===== src/rtl/add_serial_arb.sv =====
// Two-requester round-robin arbiter in front of one shared bit-serial adder.
// Ports: clk, rst (sync, active-high); req0/req1 level requests; a0/b0/a1/b1
// operands; gnt0/gnt1 and done0/done1 pulses; out/cout result; busy.
module add_serial_arb #(
  parameter int WIDTH = 8
) (
  input  logic             clk,
  input  logic             rst,
  input  logic             req0,
  input  logic             req1,
  input  logic [WIDTH-1:0] a0,
  input  logic [WIDTH-1:0] b0,
  input  logic [WIDTH-1:0] a1,
  input  logic [WIDTH-1:0] b1,
  output logic             gnt0,
  output logic             gnt1,
  output logic             done0,
  output logic             done1,
  output logic [WIDTH-1:0] out,
  output logic             cout,
  output logic             busy
);

  localparam int CW = $clog2(WIDTH);

  typedef enum logic [1:0] {
    IDLE,
    ADD,
    DONE
  } state_e;

  state_e           state_q, state_d;
  logic [WIDTH-1:0] a_q, a_d;
  logic [WIDTH-1:0] b_q, b_d;
  logic [WIDTH-1:0] out_q, out_d;
  logic             cout_q, cout_d;
  logic             carry_q, carry_d;
  logic [CW-1:0]    cnt_q, cnt_d;
  logic             owner_q, owner_d;
  logic             last_q, last_d;
  logic             gnt0_q, gnt0_d;
  logic             gnt1_q, gnt1_d;
  logic             done0_q, done0_d;
  logic             done1_q, done1_d;

  logic sum_bit;
  logic maj_bit;
  logic pick1;

  assign sum_bit = a_q[0] ^ b_q[0] ^ carry_q;
  assign maj_bit = (a_q[0] & b_q[0]) |
                   (a_q[0] & carry_q) |
                   (b_q[0] & carry_q);

  // last_q is the requester served most recently; a tie
  // goes to the other one.
  assign pick1 = req1 & (~req0 | ~last_q);

  always_comb begin
    state_d = state_q;
    a_d     = a_q;
    b_d     = b_q;
    out_d   = out_q;
    cout_d  = cout_q;
    carry_d = carry_q;
    cnt_d   = cnt_q;
    owner_d = owner_q;
    last_d  = last_q;
    gnt0_d  = 1'b0;
    gnt1_d  = 1'b0;
    done0_d = 1'b0;
    done1_d = 1'b0;
    unique case (state_q)
      IDLE: begin
        if (req0 || req1) begin
          a_d     = pick1 ? a1 : a0;
          b_d     = pick1 ? b1 : b0;
          carry_d = 1'b0;
          cnt_d   = '0;
          owner_d = pick1;
          gnt0_d  = ~pick1;
          gnt1_d  = pick1;
          state_d = ADD;
        end
      end
      ADD: begin
        out_d   = {sum_bit, out_q[WIDTH-1:1]};
        carry_d = maj_bit;
        a_d     = a_q >> 1;
        b_d     = b_q >> 1;
        cnt_d   = cnt_q + CW'(1);
        if (cnt_q == CW'(WIDTH - 1)) begin
          cout_d  = maj_bit;
          state_d = DONE;
        end
      end
      DONE: begin
        // done is registered: it pulses in the cycle after DONE,
        // keeping it apart from any grant pulse.
        done0_d = ~owner_q;
        done1_d = owner_q;
        last_d  = owner_q;
        state_d = IDLE;
      end
      default: state_d = IDLE;
    endcase
  end

  always_ff @(posedge clk) begin
    if (rst) begin
      state_q <= IDLE;
      a_q     <= '0;
      b_q     <= '0;
      out_q   <= '0;
      cout_q  <= 1'b0;
      carry_q <= 1'b0;
      cnt_q   <= '0;
      owner_q <= 1'b0;
      last_q  <= 1'b1;
      gnt0_q  <= 1'b0;
      gnt1_q  <= 1'b0;
      done0_q <= 1'b0;
      done1_q <= 1'b0;
    end else begin
      state_q <= state_d;
      a_q     <= a_d;
      b_q     <= b_d;
      out_q   <= out_d;
      cout_q  <= cout_d;
      carry_q <= carry_d;
      cnt_q   <= cnt_d;
      owner_q <= owner_d;
      last_q  <= last_d;
      gnt0_q  <= gnt0_d;
      gnt1_q  <= gnt1_d;
      done0_q <= done0_d;
      done1_q <= done1_d;
    end
  end

  assign gnt0  = gnt0_q;
  assign gnt1  = gnt1_q;
  assign done0 = done0_q;
  assign done1 = done1_q;
  assign out   = out_q;
  assign cout  = cout_q;
  assign busy  = (state_q != IDLE);

endmodule


===== config.mk =====
export PLATFORM = sky130hd
export DESIGN_NAME = add_serial_arb
export DESIGN_NICKNAME = d
export VERILOG_FILES = /design/src/rtl/add_serial_arb.sv
export SDC_FILE = /design/constraint.sdc
export NUM_CORES = 1
export LEC_CHECK = 0
export BUFFER_PORTS_ARGS = -buffer_cell sky130_fd_sc_hd__buf_2
export CELL_PAD_IN_SITES_DETAIL_PLACEMENT = 0
export CELL_PAD_IN_SITES_GLOBAL_PLACEMENT = 1
export CORE_MARGIN = 2
export CORE_UTILIZATION = 35
export CTS_CLUSTER_DIAMETER = 150
export DETAILED_ROUTE_END_ITERATION = 6
export GPL_ROUTABILITY_DRIVEN = 0
export PLACE_DENSITY = 0.76
export RECOVER_POWER = 25
export REMOVE_ABC_BUFFERS = 1
export SYNTH_ARGS = -nofsm -noshare
export SYNTH_HDL_FRONTEND = slang
export SYNTH_SLANG_ARGS = --single-unit

===== constraint.sdc =====
create_clock -name clk -period 3.6 [get_ports clk]
set_input_delay 0 -clock clk [delete_from_list [all_inputs] [get_ports clk]]
set_output_delay 0 -clock clk [all_outputs]
set_load 0.05 [all_outputs]

==> impl_metrics.tcl <==
set metrics [dict create \
    leakage_nw 0.938 \
    synth_top_cell_by_area "dfxtp_1" \
    fin_nets 293 \
    vdd_ir_drop_max_v 0.000145 \
    pin_count 50 \
    drt_iter0_markers 57 \
    start_util 0.356 \
    postSynthCellCount 195 \
    portBuffers 49 \
    synth.distinct_cells 35 \
    route.detailed.drc 0 \
    routedWlPerCell_um 11.3 \
    min_period_ns 2.03 \
    grt_pass1_wl_um 6000 \
    tns_ns 0 \
    grt_pass1_vias 1394 \
    die_w_um 75.7 \
    ys_ff_latch 37 \
    vias_per_cell 4.84 \
    critPathKind "reg -> reg" \
    setup_viol 0 \
    hpwlAfterDp_um 2340 \
    path_max_fanout 35 \
    tightest_slew_ns 0.815 \
    syn_to_final_growth_pct 27.9 \
    period_share 0.563 \
    multi_input_area_um2 957 \
    track_usage 0.137 \
    status "finished, final reports clean" \
    relSlewSlack 0.456 \
    fp-row-count 26 \
    antenna_found_initial 0 \
    rsz0062_at_grt "no" \
    grt_start_max_net_pins 37 \
    cts_tree "done" \
    clk_pin_slew_ns 0.07 \
    core_um2 5040 \
    hold_violations 0 \
    hold_path.class "in -> reg" \
    start_kind "register" \
    fillers 522 \
    avgSynthCellArea_um2 9.21 \
    layout_setup_ws_ns 1.57 \
    synth_top_area_frac 0.412 \
    final_core_util 0.456 \
    syn_area_um2 1800 \
    antenna_left 0 \
    dp_slack_ns 1.56 \
    p_per_area_nw_per_um2 371 \
    layout_common_cells "dfxtp_1, buf_2, nand2_1" \
    clk_latency_ns 0.29 \
    max_cap_viol_count 0 \
    numClockSinks 37 \
    arrival_ns 2.16 \
    drive_gt1_frac 0.196 \
    cts_buffers 5 \
    cts_buffer_depth 2 \
    maxSlewViolCount 0 \
    skew_ns 0.00532 \
    synth_area_leaders "dfxtp_1, mux2i_1, and3b_1" \
    die_area_um2 5720 \
    totalWireLength_um 3680 \
    cts_max_level 2 \
    synth_seq_area_share 0.412 \
    post_cts_resized 0 \
    yosysWarnings 0 \
    crit_path_end_kind "register" \
    root_buffer "clkbuf_8" \
    antenna_cells 0 \
    drt-pass1-iter-count 4 \
    finalPower_uw 852 \
    required_ns 3.73 \
    grt_remaining_overflow 0 \
    ff_latch_area_um2 741 \
    die_h_um 75.7 \
    fmax_mhz 494 \
    num_vias 1572 \
]
==> final timing paths <==
path / slack [ns] / cells after the start / startpoint / endpoint
setup / recovery: 1.57 / 4 / state_q[1] / b_q[7]
hold / removal: 0.003 / 3 / b0[7] / b_q[7]
setup reg to reg: 1.57 / 4 / state_q[1] / b_q[7]
hold reg to reg: 0.45 / 2 / out[0] / out[0]
==> sequential cells by signal, summed over array words and instances, names as in the netlist <==
name,count
a_q,8
b_q,8
carry_q,1
cnt_q,3
cout,1
done0,1
done1,1
gnt0,1
gnt1,1
last_q,1
out,8
owner_q,1
state_q,2
==> cells in the mapped netlist <==
| library cell | count |
|---|---|
| or2_2 | 1 |
| a21boi_0 | 1 |
| buf_4 | 3 |
| nor2_2 | 1 |
| o22ai_1 | 14 |
| inv_2 | 1 |
| o21ai_0 | 2 |
| a211oi_1 | 14 |
| nand3b_1 | 1 |
| or3_1 | 1 |
| clkbuf_1 | 10 |
| o32ai_1 | 2 |
| buf_2 | 1 |
| nor3_4 | 1 |
| dfxtp_1 | 37 |
| nor3b_1 | 1 |
| a21oi_1 | 14 |
| nor2_1 | 5 |
| and2b_1 | 1 |
| or2b_1 | 1 |
| a2bb2oi_1 | 1 |
| o211ai_1 | 3 |
| buf_6 | 1 |
| and2_1 | 14 |
| nand2_1 | 20 |
| nand3_1 | 2 |
| mux2i_1 | 17 |
| nor2b_1 | 1 |
| nor3_1 | 1 |
| inv_1 | 2 |
| buf_8 | 1 |
| fa_1 | 1 |
| ha_1 | 2 |
| and3b_1 | 14 |
| nand2b_1 | 3 |
==> area by class of cell <==
type	count	area share
Clock buffer	6	0.0316
Clock inverter	2	0.00436
Multi-Input combinational cell	139	0.417
Sequential cell	37	0.322
Inverter	3	0.00490
Timing Repair Buffer	68	0.182
Tap cell	70	0.0381
==> critical path, stage by stage, from the launching register on <==
cell and delay, ns:
dfxtp_1 0.85, nor2_2 0.13, inv_2 0.13, or3_1 0.54, o32ai_1 0.21
==> kinds of logic after synthesis <==
kind of cell | after synthesis | synth area share
adders and majority gates | 3 | 0.0251
buffers and inverters | 19 | 0.0571
muxes | 17 | 0.0947
and+or+nand+nor | 68 | 0.228
DFF | 37 | 0.412
AOI/OAI and AO/OA | 51 | 0.183
==> power by group <==
part	switching (mW)	leakage [nW]	total, mW	internal (mW)
registers	0.0179	0.302	0.449	0.431
logic	0.0677	0.591	0.130	0.0626
clock network	0.139	0.0450	0.273	0.134
==> what timing repair did <==
item,4_1_cts,5_1_grt
endpoints found under the hold margin,9,0
hold buffers,18,0
buffers inserted,0,0
setup endpoints to repair,0,0
==> stage by stage <==
stage	cells	hold slack [ns]	cell area [um^2]
after floorplan	179	0.0691	1710
after global placement	299	0.262	2050
after detailed placement	299	0.279	2050
after CTS	325	0.00189	2310
after global routing	325	0.0179	2300
final	325	0.00267	2300
==> metal layers <==
| layer | GRT usage | wire (um) | up-vias |
|---|---|---|---|
| met5 | 0 | 0 | - |
| met3 | 0.0384 | 181 | 6 |
| li1 | - | - | 817 |
| met2 | 0.234 | 1750 | 38 |
| met4 | 0.0526 | 48 | 0 |
| met1 | 0.164 | 1700 | 711 |
No activity file was read; power rests on OpenSTA's default activity.
